## config.mk

```make
export PLATFORM = sky130hd
export DESIGN_NAME = pipe_ctrl_flat
export DESIGN_NICKNAME = d
export VERILOG_FILES = /design/src/rtl/pipe_ctrl_if.sv /design/src/rtl/pipe_ctrl.sv /design/src/flat_wrapper.sv
export SDC_FILE = /design/constraint.sdc
export NUM_CORES = 1
export LEC_CHECK = 0
export CAP_MARGIN = 10
export CORE_MARGIN = 3
export CORE_UTILIZATION = 47
export CTS_CLUSTER_SIZE = 20
export DETAILED_ROUTE_END_ITERATION = 10
export PLACE_DENSITY = 0.83
export SLEW_MARGIN = 20
export SYNTH_ARGS = -nofsm -noshare
export SYNTH_HDL_FRONTEND = slang
export SYNTH_SLANG_ARGS = --single-unit
```

## constraint.sdc

```tcl
create_clock -name clk -period 6.15 [get_ports clk]
set_input_delay 1.23 -clock clk [delete_from_list [all_inputs] [get_ports clk]]
set_output_delay 1.23 -clock clk [all_outputs]
set_load 0.02 [all_outputs]
```

## src/rtl/pipe_ctrl_if.sv

```systemverilog
// Handshake bundle between the pipeline stages and the central pipeline controller.
// The pipeline side drives stall requests and exception info; the controller drives stall/flush/redirect.
interface pipe_ctrl_if #(
   parameter int CNT_W = 32
);
   logic             stallreq_if_i;
   logic             stallreq_id_i;
   logic             stallreq_ex_i;
   logic             stallreq_mem_i;
   logic [31:0]      excepttype_i;
   logic [31:0]      cp0_epc_i;
   logic [5:0]       stall_o;
   logic             flush_o;
   logic [31:0]      new_pc_o;
   logic             busy_o;
   logic             stall_timeout_o;
   logic [CNT_W-1:0] stall_cycles_o;
   logic [CNT_W-1:0] flush_count_o;

   modport master (
      output stallreq_if_i, stallreq_id_i, stallreq_ex_i, stallreq_mem_i,
      output excepttype_i, cp0_epc_i,
      input  stall_o, flush_o, new_pc_o, busy_o, stall_timeout_o,
      input  stall_cycles_o, flush_count_o
   );

   modport slave (
      input  stallreq_if_i, stallreq_id_i, stallreq_ex_i, stallreq_mem_i,
      input  excepttype_i, cp0_epc_i,
      output stall_o, flush_o, new_pc_o, busy_o, stall_timeout_o,
      output stall_cycles_o, flush_count_o
   );
endinterface

```

## src/rtl/pipe_ctrl.sv

```systemverilog
// Central pipeline controller: merges stage stall requests, turns MEM exceptions into a
// (possibly multi-cycle) flush with redirect PC, and keeps a stall watchdog plus two counters.
module pipe_ctrl #(
   parameter int          FLUSH_CYCLES = 1,
   parameter int          WDOG_LIMIT   = 1023,
   parameter int          CNT_W        = 32,
   parameter logic [31:0] INT_VECTOR   = 32'h00000020,
   parameter logic [31:0] EXC_VECTOR   = 32'h00000040
) (
   input  logic          clk,
   input  logic          rst,
   pipe_ctrl_if.slave    bus
);
   localparam int WD_W = $clog2(WDOG_LIMIT + 1);
   localparam logic [WD_W-1:0] WD_MAX = WD_W'(WDOG_LIMIT);
   localparam logic [3:0] REM_LOAD = 4'(FLUSH_CYCLES - 1);
   localparam bit MULTI_FLUSH = (FLUSH_CYCLES > 1);

   typedef enum logic {
      S_IDLE,
      S_FLUSH
   } state_t;

   state_t           r_state;
   state_t           w_state_next;
   logic [3:0]       r_remaining;
   logic [3:0]       w_remaining_next;
   logic [31:0]      r_pc_hold;
   logic [31:0]      w_pc_hold_next;
   logic [WD_W-1:0]  r_wd_cnt;
   logic [WD_W-1:0]  w_wd_next;
   logic             r_timeout;
   logic [CNT_W-1:0] r_stall_cycles;
   logic [CNT_W-1:0] r_flush_count;

   logic [5:0]       w_stall;
   logic             w_flush;
   logic [31:0]      w_new_pc;
   logic             w_busy;
   logic             w_accept;
   logic [31:0]      w_exc_pc;
   logic [5:0]       w_stall_req;

   // Redirect target for the exception currently reported by MEM.
   always_comb begin
      w_exc_pc = EXC_VECTOR;
      case (bus.excepttype_i)
         32'h0000_0001: w_exc_pc = INT_VECTOR;
         32'h0000_000e: w_exc_pc = bus.cp0_epc_i;
         default:       w_exc_pc = EXC_VECTOR;
      endcase
   end

   // The deepest stalling stage freezes itself and every stage upstream of it.
   always_comb begin
      w_stall_req = 6'b000000;
      if (bus.stallreq_mem_i)
         w_stall_req = 6'b011111;
      else if (bus.stallreq_ex_i)
         w_stall_req = 6'b001111;
      else if (bus.stallreq_id_i)
         w_stall_req = 6'b000111;
      else if (bus.stallreq_if_i)
         w_stall_req = 6'b000011;
   end

   always_comb begin
      w_state_next     = r_state;
      w_remaining_next = r_remaining;
      w_pc_hold_next   = r_pc_hold;
      w_stall          = 6'b000000;
      w_flush          = 1'b0;
      w_new_pc         = 32'h0;
      w_busy           = 1'b0;
      w_accept         = 1'b0;
      if (!rst) begin
         case (r_state)
            S_IDLE: begin
               if (bus.excepttype_i != 32'h0) begin
                  w_flush  = 1'b1;
                  w_new_pc = w_exc_pc;
                  w_accept = 1'b1;
                  if (MULTI_FLUSH) begin
                     w_state_next     = S_FLUSH;
                     w_remaining_next = REM_LOAD;
                     w_pc_hold_next   = w_exc_pc;
                  end
               end else begin
                  w_stall = w_stall_req;
               end
            end
            S_FLUSH: begin
               // Inputs are ignored here; the redirect comes from the latched PC.
               w_flush          = 1'b1;
               w_new_pc         = r_pc_hold;
               w_busy           = 1'b1;
               w_remaining_next = r_remaining - 4'd1;
               if (r_remaining == 4'd1)
                  w_state_next = S_IDLE;
            end
            default: w_state_next = S_IDLE;
         endcase
      end
   end

   always_comb begin
      w_wd_next = '0;
      if (w_stall != 6'b000000)
         w_wd_next = (r_wd_cnt == WD_MAX) ? r_wd_cnt : r_wd_cnt + 1'b1;
   end

   always_ff @(posedge clk) begin
      if (rst) begin
         r_state        <= S_IDLE;
         r_remaining    <= 4'd0;
         r_pc_hold      <= 32'h0;
         r_wd_cnt       <= '0;
         r_timeout      <= 1'b0;
         r_stall_cycles <= '0;
         r_flush_count  <= '0;
      end else begin
         r_state     <= w_state_next;
         r_remaining <= w_remaining_next;
         r_pc_hold   <= w_pc_hold_next;
         r_wd_cnt    <= w_wd_next;
         if (w_wd_next == WD_MAX)
            r_timeout <= 1'b1;
         if (w_stall != 6'b000000)
            r_stall_cycles <= r_stall_cycles + CNT_W'(1);
         if (w_accept)
            r_flush_count <= r_flush_count + CNT_W'(1);
      end
   end

   assign bus.stall_o         = w_stall;
   assign bus.flush_o         = w_flush;
   assign bus.new_pc_o        = w_new_pc;
   assign bus.busy_o          = w_busy;
   assign bus.stall_timeout_o = r_timeout;
   assign bus.stall_cycles_o  = r_stall_cycles;
   assign bus.flush_count_o   = r_flush_count;
endmodule

```

## src/flat_wrapper.sv

```systemverilog
// flat-port wrapper written by rule: the top's interface ports become plain ports
module pipe_ctrl_flat 
#(
   parameter int          FLUSH_CYCLES = 1,
   parameter int          WDOG_LIMIT   = 1023,
   parameter int          CNT_W        = 32,
   parameter logic [31:0] INT_VECTOR   = 32'h00000020,
   parameter logic [31:0] EXC_VECTOR   = 32'h00000040
)
  (clk, rst, bus_stallreq_if_i, bus_stallreq_id_i, bus_stallreq_ex_i, bus_stallreq_mem_i, bus_excepttype_i, bus_cp0_epc_i, bus_stall_o, bus_flush_o, bus_new_pc_o, bus_busy_o, bus_stall_timeout_o, bus_stall_cycles_o, bus_flush_count_o);
  pipe_ctrl_if #(.CNT_W(CNT_W)) bus_i ();
  input  logic clk;
  input  logic rst;
  input wire logic [$bits(bus_i.stallreq_if_i)-1:0] bus_stallreq_if_i;
  input wire logic [$bits(bus_i.stallreq_id_i)-1:0] bus_stallreq_id_i;
  input wire logic [$bits(bus_i.stallreq_ex_i)-1:0] bus_stallreq_ex_i;
  input wire logic [$bits(bus_i.stallreq_mem_i)-1:0] bus_stallreq_mem_i;
  input wire logic [$bits(bus_i.excepttype_i)-1:0] bus_excepttype_i;
  input wire logic [$bits(bus_i.cp0_epc_i)-1:0] bus_cp0_epc_i;
  output wire logic [$bits(bus_i.stall_o)-1:0] bus_stall_o;
  output wire logic [$bits(bus_i.flush_o)-1:0] bus_flush_o;
  output wire logic [$bits(bus_i.new_pc_o)-1:0] bus_new_pc_o;
  output wire logic [$bits(bus_i.busy_o)-1:0] bus_busy_o;
  output wire logic [$bits(bus_i.stall_timeout_o)-1:0] bus_stall_timeout_o;
  output wire logic [$bits(bus_i.stall_cycles_o)-1:0] bus_stall_cycles_o;
  output wire logic [$bits(bus_i.flush_count_o)-1:0] bus_flush_count_o;
  assign bus_i.stallreq_if_i = bus_stallreq_if_i;
  assign bus_i.stallreq_id_i = bus_stallreq_id_i;
  assign bus_i.stallreq_ex_i = bus_stallreq_ex_i;
  assign bus_i.stallreq_mem_i = bus_stallreq_mem_i;
  assign bus_i.excepttype_i = bus_excepttype_i;
  assign bus_i.cp0_epc_i = bus_cp0_epc_i;
  assign bus_stall_o = bus_i.stall_o;
  assign bus_flush_o = bus_i.flush_o;
  assign bus_new_pc_o = bus_i.new_pc_o;
  assign bus_busy_o = bus_i.busy_o;
  assign bus_stall_timeout_o = bus_i.stall_timeout_o;
  assign bus_stall_cycles_o = bus_i.stall_cycles_o;
  assign bus_flush_count_o = bus_i.flush_count_o;
  pipe_ctrl #(.FLUSH_CYCLES(FLUSH_CYCLES), .WDOG_LIMIT(WDOG_LIMIT), .CNT_W(CNT_W), .INT_VECTOR(INT_VECTOR), .EXC_VECTOR(EXC_VECTOR)) u_core (.clk(clk), .rst(rst), .bus(bus_i));
endmodule
```

==> flow_metrics.tcl, run 1 <==
set metrics [dict create \
    endpoint_kind "output port" \
    cts_tree "yes" \
    worstHoldPathCells 2 \
    rows 34 \
    grt_max_degree 47 \
    boundaryPins 175 \
    dieWidth_um 102 \
    yosys.area.top_type_share_pct 36.6 \
    max_stage_delay_ns 0.64 \
    worst_pin_slew_ns 0.982 \
    synth_seq_cells 80 \
    final_max_slew_viol_count 0 \
    ys.flop_type "dfxtp_1" \
    power_uw 992 \
    num_vias 4902 \
    whs_endpoint "u_core.bus.stall_cycles_o[31]" \
    die_area_um2 10500 \
    slew_headroom_pct 33.7 \
    area_growth_pct 44.3 \
    status "finished clean" \
    die_y_um 102 \
    synth_edf_count 0 \
    timing.final.crit_share_pct 84.9 \
    synth_area_leader_cell "dfxtp_1" \
    syn_area_per_cell_um2 7.98 \
    grt_antenna_before_repair 0 \
    post_cts_resized 0 \
    numCtsBuffers 9 \
    cts-htree-levels 3 \
    async_flop_share_pct 0 \
    grt_pass1_vias 4650 \
    cts_sinks 80 \
    finClkSkew_ns 0.0195 \
    clk_latency_ns 0.35 \
    first_iter_violations 279 \
    drv_cap 0 \
    r2r_slack_ns 3.35 \
    layout_commonest_cell "clkdlybuf4s50_1" \
    routed_wl_mm 13.7 \
    irDropWorstVdd_v 0.000138 \
    initial_core_util_pct 49.2 \
    cp.arrival_ns 3.99 \
    avgViaCountPerCell 5.98 \
    path_clk_slew_ns 0.09 \
    synthTopCellsByArea "dfxtp_1 (37%), a21oi_1 (6.9%), o31ai_1 (5.0%), or4_1 (5.0%), and2_1 (4.6%)" \
    crit_buf_inv 2 \
    cp_slowest_cell "clkdlybuf4s50_1" \
    rsz0062_at_grt "no" \
    grt_use_total_pct 25.6 \
    drc 0 \
    post_cts_buffers 0 \
    grt_pass1_wl_mm 21.6 \
    setup_violations 0 \
    hold_violations 0 \
    r2r_cells 5 \
    power_density_nw_per_um2 157 \
    path_class "input port to output port" \
    ant_nets 0 \
    portBuffers 173 \
    yosysWarnings 0 \
    syn-cell-area_um2 4370 \
    worstReg2RegStart "u_core.bus.stall_cycles_o[4]" \
    hold_path.startpoint "u_core.bus.stall_cycles_o[31]" \
    drt-pass1-iter-count 5 \
    r2r-end "u_core.bus.stall_cycles_o[18]" \
    cp-start-kind "input port" \
    path_cells "clkdlybuf4s50_1 -> nor4_1 -> nand4_1 -> nor3_1 -> nand2_1 -> nor2_1 -> clkdlybuf4s50_1" \
    antenna_cells 0 \
    place_congestion 0.870 \
    layout_min_cycle_time_ns 5.22 \
    netlist_instances 548 \
    fin_setup_tns_ns 0 \
    cp_max_fo 8 \
    cts_hold_buf 0 \
    wire_per_inst_um 16.7 \
    root_buffer "clkbuf_8" \
    clock_path_buffers 2 \
    fmax_mhz 191 \
    p_leak_uw 0.00199 \
    critPathTopFamily "simple AND/OR/NAND/NOR gates" \
    hold_class "flop to flop" \
    crit_required_ns 4.92 \
    drive_gt1_share_pct 4.49 \
    core-area_um2 8890 \
    nets 782 \
    cpMostUsedCell "clkdlybuf4s50_1" \
    post-dp-hpwl_mm 10.4 \
    yosysUniqueCellTypes 53 \
    mostFrequentLayoutCells "clkdlybuf4s50_1 (172), dfxtp_1 (80), a21oi_1 (60)" \
    syn-num-nets 623 \
    synth_seq_area_share_pct 36.6 \
    grt_overflow_total 0 \
]
cells by family after synthesis:
group / synth area share, %
and+or+nand+nor: 34.0
AOI/OAI and AO/OA: 19.6
DFF: 36.6
buffers and inverters: 5.47
xor gates and xnor gates: 1.60
adders and majority gates: 1.43
muxes: 1.17
other: 0.0858
layer usage:
layer | track usage, % | up-vias | share of wire [%]
met5 | 0 | - | 0
met4 | 9.08 | 0 | 2.4
met3 | 5.87 | 25 | 6.4
met2 | 44.0 | 207 | 51
met1 | 31.2 | 2290 | 40
li1 | - | 2380 | -
worst max-delay path by stage:
stage / startpoint / to / cells after the start / slack, ns
6_report: bus_excepttype_i[17] / bus_stall_o[3] / 7 / 0.93
2_1_floorplan: bus_excepttype_i[0] / bus_stall_o[1] / 7 / 1.91
3_3_place_gp: bus_excepttype_i[25] / bus_stall_o[3] / 7 / 1.08
5_1_grt: bus_excepttype_i[17] / bus_stall_o[3] / 7 / 0.75
4_1_cts: bus_excepttype_i[17] / bus_stall_o[3] / 7 / 0.99
3_5_place_dp: bus_excepttype_i[17] / bus_stall_o[3] / 7 / 1.0
sequential cells by signal, summed over array words and instances, names as in the netlist:
register and flops:
u_core.bus.flush_count_o 32, u_core.bus.stall_cycles_o 32, u_core.bus.stall_timeout_o 1, u_core.r_remaining 4
u_core.r_state 1, u_core.r_wd_cnt 10
area by class of cell:
cell class	instances	area, um2
multi-input combinational	419	2540
sequential	80	1600
clock buffer	10	138
timing repair buffer	176	1750
inverter	21	78.8
clock inverter	6	66.3
fill	692	2580
tap	108	135
stage by stage:
stage	setup slack, ns	instance area, um2	hold WS (ns)	std cells	utilization (%)
floorplan	1.91	4370	0.468	548	-
global placement	1.08	6100	0.467	804	68.6
CTS	0.993	6300	0.498	820	70.9
global route	0.750	6310	0.521	820	71.0
finish	0.927	6310	0.502	820	71.0
detailed placement	1.00	6100	0.485	804	68.6
cells in the mapped netlist, types with 2 or more instances:
master,instances
dfxtp_1,80
a21oi_1,60
or3_1,23
buf_6,4
buf_4,2
o41ai_1,2
o31ai_1,29
and4_1,6
xor2_1,5
a211oi_1,2
nor2b_1,4
mux2i_1,4
nand3b_1,3
o21ai_0,25
xnor2_1,3
nand3_1,36
clkbuf_1,18
dlygate4sd1_1,2
a21o_1,2
nand2b_1,2
nor2_1,38
nand2_1,27
and2_1,32
and3_1,8
nor3_1,7
nand4_1,21
nor4_1,16
nand4b_1,2
a31o_2,4
ha_1,5
or4_1,29
inv_1,21
o311ai_0,3
a31oi_1,4
tightest hold or removal path: stages, from the launching register on:
cell and delay, ns:
dfxtp_1 0.34, o31ai_1 0.07, a21oi_1 0.06
power breakdown:
part | total, uW | internal, uW | leakage, uW | switching, uW
clock | 399 | 200 | 0.000107 | 198
sequential | 521 | 519 | 0.000645 | 2.11
combinational | 72.0 | 46.0 | 0.00124 | 26.0
total | 992 | 765 | 0.00199 | 226
Power figures use the tool's default switching activity.
==> inputs of run 2 (changes only) <==
- CORE_UTILIZATION: 47 -> 44
- PLACE_DENSITY: 0.83 -> 0.78
- clock period: 6.15 -> 5.3 ns (I/O delays scaled with it)
==> flow_metrics.tcl, run 2 (synthesized netlist as in run 1, its figures left out) <==
set metrics [dict create \
    post_cts_buffers 0 \
    dieWidth_um 106 \
    final_max_slew_viol_count 0 \
    grt_max_degree 77 \
    boundaryPins 175 \
    place_congestion 0.899 \
    cts_tree "yes" \
    num_vias 4902 \
    status "finished clean" \
    initial_core_util_pct 46.2 \
    grt_use_total_pct 24.0 \
    timing.final.crit_share_pct 89.5 \
    finClkSkew_ns 0.0118 \
    critPathTopFamily "simple AND/OR/NAND/NOR gates" \
    clk_latency_ns 0.35 \
    whs_ns 0.494 \
    cts_sinks 80 \
    comb_power_share_pct 6.8 \
    place_inst 827 \
    cp.arrival_ns 3.68 \
    sw_frac_of_total_pct 21.4 \
    stdcell_count 843 \
    drv_cap 0 \
    setup_violations 0 \
    die_y_um 106 \
    worst_pin_slew_ns 1.10 \
    met2_usage_pct 42.8 \
    p_clk_share_pct 44.2 \
    max_stage_delay_ns 0.64 \
    layout_min_cycle_time_ns 4.74 \
    grt_overflow_total 0 \
    p_leak_uw 0.00201 \
    cp_max_fo 8 \
    wire_per_inst_um 16.4 \
    top_usage_layer "met2" \
    fillers 807 \
    cpMostUsedCell "clkdlybuf4s50_1" \
    seqPwrFrac_pct 49.0 \
    core-area_um2 9460 \
    layout_commonest_cell "clkdlybuf4s50_1" \
    cp-start-kind "input port" \
    mostFrequentLayoutCells "clkdlybuf4s50_1 (172), dfxtp_1 (80), a21oi_1 (60)" \
    avgViaCountPerCell 5.81 \
    post_cts_resized 0 \
    routed_wl_mm 13.8 \
    root_buffer "clkbuf_8" \
    multiInputGateArea_um2 2540 \
    grtUsageMet1_pct 27.0 \
    path_clk_slew_ns 0.08 \
    fin_setup_tns_ns 0 \
    path_cells "clkdlybuf4s50_1 -> nor4_1 -> nand4_1 -> nor3_1 -> nand2_1 -> nor2_1 -> clkdlybuf4s50_1" \
    hold_violations 0 \
    post-dp-hpwl_mm 10.7 \
    ant_nets 0 \
    nets 784 \
    power_density_nw_per_um2 193 \
    portBuffers 173 \
    fmax_mhz 211 \
    slew_headroom_pct 26.1 \
    path_class "input port to output port" \
    drt-pass1-iter-count 6 \
    cts_hold_buf 0 \
    regArea_um2 1600 \
    hold_class "flop to flop" \
    grt_use_met3_pct 5.82 \
    grt_antenna_before_repair 0 \
    clock_path_buffers 2 \
    stdcell_area_um2 6390 \
    first_iter_violations 294 \
    endpoint_kind "output port" \
    drc 0 \
    dpl_cell_area_um2 6140 \
    numCtsBuffers 9 \
    grt_pass1_vias 4609 \
    cp_slowest_cell "clkdlybuf4s50_1" \
    cts-htree-levels 3 \
    rows 35 \
    netSwitchingPower_uw 265 \
    drive_gt1_share_pct 4.76 \
    crit_required_ns 4.24 \
    crit_buf_inv 2 \
    cellInternalPower_uw 969 \
    die_area_um2 11200 \
    irDropWorstVdd_v 0.000199 \
    area_growth_pct 46.2 \
    antenna_cells 0 \
    rsz0062_at_grt "no" \
    grt_pass1_wl_mm 22.1 \
]
-- run 2: per-layer routing --
layer | up-vias | part of all wire [%]
li1 | 2395 | -
met3 | 24 | 6.6
met2 | 183 | 51
met1 | 2300 | 40
met5 | - | 0
met4 | 0 | 3.0
-- run 2: area by class of cell --
| type | count | area share [%] |
|---|---|---|
| clock buffer | 9 | 1.94 |
| inverter | 21 | 1.23 |
| clock inverter | 7 | 1.86 |
| timing repair buffer | 178 | 27.6 |
| tap | 129 | 2.53 |
| sequential | 80 | 25.1 |
| multi-input combinational | 419 | 39.8 |
-- run 2: path summary, 6_finish.rpt --
check,to,startpoint,cells after the start,slack (ns)
worst max-delay path,bus_stall_o[2],bus_excepttype_i[17],7,0.56
worst min-delay path,u_core.bus.stall_cycles_o[31],u_core.bus.stall_cycles_o[31],2,0.49
worst max register to register,u_core.bus.stall_cycles_o[22],u_core.bus.stall_cycles_o[4],5,2.51
worst min register to register,u_core.bus.stall_cycles_o[31],u_core.bus.stall_cycles_o[31],2,0.49
-- run 2: stage by stage --
step           worst slack [ns]  total power (uW)  utilization (%)
2_1_floorplan              1.40               641                -
3_3_place_gp              0.760               702             64.9
3_5_place_dp              0.618               703             64.9
4_1_cts                   0.619              1250             67.4
5_1_grt                   0.390              1270             67.6
6_report                  0.558              1230             67.6
-- run 2: worst min-delay path, stage by stage, from the launching register on --
cell     delay [ns]
dfxtp_1        0.33
o31ai_1        0.07
a21oi_1        0.06
-- run 2: power by group through the flow --
stage	sequential [uW]	clock, uW	combinational (uW)
2_1_floorplan	621	0	20.1
3_3_place_gp	619	0	82.9
3_5_place_dp	619	0	84.5
4_1_cts	605	556	84.7
5_1_grt	605	580	89.0
6_report	605	545	84.0
==> inputs of run 3 (changes only) <==
- CORE_UTILIZATION: 44 -> 25
- PLACE_DENSITY: 0.78 -> 0.48
==> flow_metrics.tcl, run 3 (synthesized netlist as in run 1, its figures left out) <==
set metrics [dict create \
    cp_max_fo 6 \
    crit_start "bus_excepttype_i[0]" \
    power_density_nw_per_um2 205 \
    ant_nets 0 \
    r2r_slack_ns 2.54 \
    layout_min_cycle_time_ns 4.67 \
    irDropWorstVdd_v 0.000133 \
    avgViaCountPerCell 5.19 \
    boundaryPins 175 \
    endpoint_kind "output port" \
    clock_path_buffers 2 \
    worst_pin_slew_ns 0.890 \
    clk_latency_ns 0.34 \
    die_y_um 138 \
    rows 47 \
    timing.final.crit_share_pct 88.2 \
    p_leak_uw 0.00207 \
    hold_class "flop to flop" \
    r2r_cells 5 \
    grt_antenna_before_repair 0 \
    grt_use_met3_pct 4.39 \
    area_growth_pct 50.8 \
    crit_cells 6 \
    r2r-end "u_core.bus.stall_cycles_o[22]" \
    antenna_cells 0 \
    post_cts_buffers 0 \
    cp.arrival_ns 3.61 \
    crit_required_ns 4.24 \
    fmax_mhz 214 \
    cts_sinks 80 \
    cts-htree-levels 3 \
    max_stage_delay_ns 0.69 \
    stdcell_area_um2 6590 \
    die_area_um2 19100 \
    nets 787 \
    num_vias 4849 \
    path_cells "clkdlybuf4s50_1 -> or4_1 -> nor3_1 -> nand2_1 -> nor2_1 -> clkdlybuf4s50_1" \
    grt_overflow_total 0 \
    drt-pass1-iter-count 5 \
    mostFrequentLayoutCells "clkdlybuf4s50_1 (172), dfxtp_1 (80), a21oi_1 (60)" \
    drv_cap 0 \
    grt_pass1_wl_mm 23.6 \
    hold_violations 0 \
    grt_use_total_pct 15.1 \
    root_buffer "clkbuf_16" \
    drive_gt1_share_pct 4.90 \
    numCtsBuffers 9 \
    path_class "input port to output port" \
    setup_violations 0 \
    path_clk_slew_ns 0.06 \
    status "finished clean" \
    initial_core_util_pct 26.0 \
    slew_headroom_pct 40.1 \
    critPathCapture "bus_stall_o[2]" \
    dpl_cell_area_um2 6280 \
    critPathTopFamily "simple AND/OR/NAND/NOR gates" \
    post-dp-hpwl_mm 11.4 \
    core-area_um2 16800 \
    worstReg2RegStart "u_core.bus.stall_cycles_o[4]" \
    wire_per_inst_um 15.9 \
    cts_tree "yes" \
    grt_pass1_vias 4556 \
    post_cts_resized 0 \
    layout_commonest_cell "clkdlybuf4s50_1" \
    fin_setup_tns_ns 0 \
    first_iter_violations 368 \
    crit_buf_inv 2 \
    rsz0062_at_grt "no" \
    met2_usage_pct 24.5 \
    cts_hold_buf 0 \
    final_max_slew_viol_count 0 \
    cpMostUsedCell "clkdlybuf4s50_1" \
    fillers 1720 \
    grt_max_degree 59 \
    place_congestion 0.811 \
    cp_slowest_cell "or4_1" \
    grtUsageMet1_pct 19.1 \
    top_usage_layer "met2" \
    routed_wl_mm 14.8 \
    drc 0 \
    dieWidth_um 138 \
    finClkSkew_ns 0.00986 \
    portBuffers 173 \
    cp-start-kind "input port" \
]
## run 3: cell types whose count changed in the layout (fill, tap and decap cells not counted)
cell / delta
o311ai_0: -1
clkbuf_8: -8
bufinv_16: -1
clkbuf_16: +9
inv_6: -1
nor4_2: +1
o311ai_1: +1
nor4_1: -1
buf_4: +3
clkinv_2: +1
clkinvlp_4: -2
o31ai_1: +1
o31ai_2: -1
## run 3: layer usage
layer  share of wire, %  wire, um
met2                 47      6970
met3                7.3      1090
met4                1.7       245
met1                 44      6550
met5                  0         0
## run 3: layout make-up
class | count | area (um2) | share of cell area, %
repair buffers | 181 | 1790 | 27.1
clock inverters | 4 | 70.1 | 1.06
well taps | 220 | 275 | 4.17
flip-flops and latches | 80 | 1600 | 24.3
inverters | 21 | 78.8 | 1.20
clock buffers | 10 | 239 | 3.62
multi-input cells | 419 | 2540 | 38.6
## run 3: how the worst min path moves through the flow
stage | cells past startpoint | startpoint | endpoint
6_report | 2 | u_core.bus.stall_cycles_o[31] | u_core.bus.stall_cycles_o[31]
5_1_grt | 2 | u_core.bus.stall_cycles_o[30] | u_core.bus.stall_cycles_o[30]
4_1_cts | 2 | u_core.bus.stall_cycles_o[31] | u_core.bus.stall_cycles_o[31]
3_5_place_dp | 2 | u_core.bus.stall_cycles_o[31] | u_core.bus.stall_cycles_o[31]
3_3_place_gp | 2 | u_core.bus.stall_cycles_o[31] | u_core.bus.stall_cycles_o[31]
2_1_floorplan | 2 | u_core.r_remaining[1] | u_core.r_remaining[1]
## run 3: metrics by stage
| step | instances | total power, uW | util (%) | worst slack (ns) | hold slack (ns) |
|---|---|---|---|---|---|
| floorplan | 548 | 641 | - | 1.40 | 0.468 |
| global placement | 921 | 703 | 37.3 | 0.644 | 0.461 |
| detailed placement | 921 | 704 | 37.3 | 0.603 | 0.476 |
| CTS | 935 | 1370 | 39.2 | 0.595 | 0.484 |
| global route | 935 | 1400 | 39.2 | 0.452 | 0.519 |
| finish | 935 | 1350 | 39.2 | 0.626 | 0.486 |
## run 3: worst register-to-register path, delay by kind of cell (launching register included)
| family | cells | cell delay, ns |
|---|---|---|
| AO/OA/AOI/OAI | 1 | 0.15 |
| flip-flops | 1 | 0.46 |
| AND/OR/NAND/NOR | 4 | 2.06 |
## run 3: power breakdown
part / leakage, uW / internal (uW) / switching [uW]
Combinational: 0.00127 / 53.5 / 30.2
Clock: 0.000154 / 418 / 244
Sequential: 0.000645 / 603 / 3.00
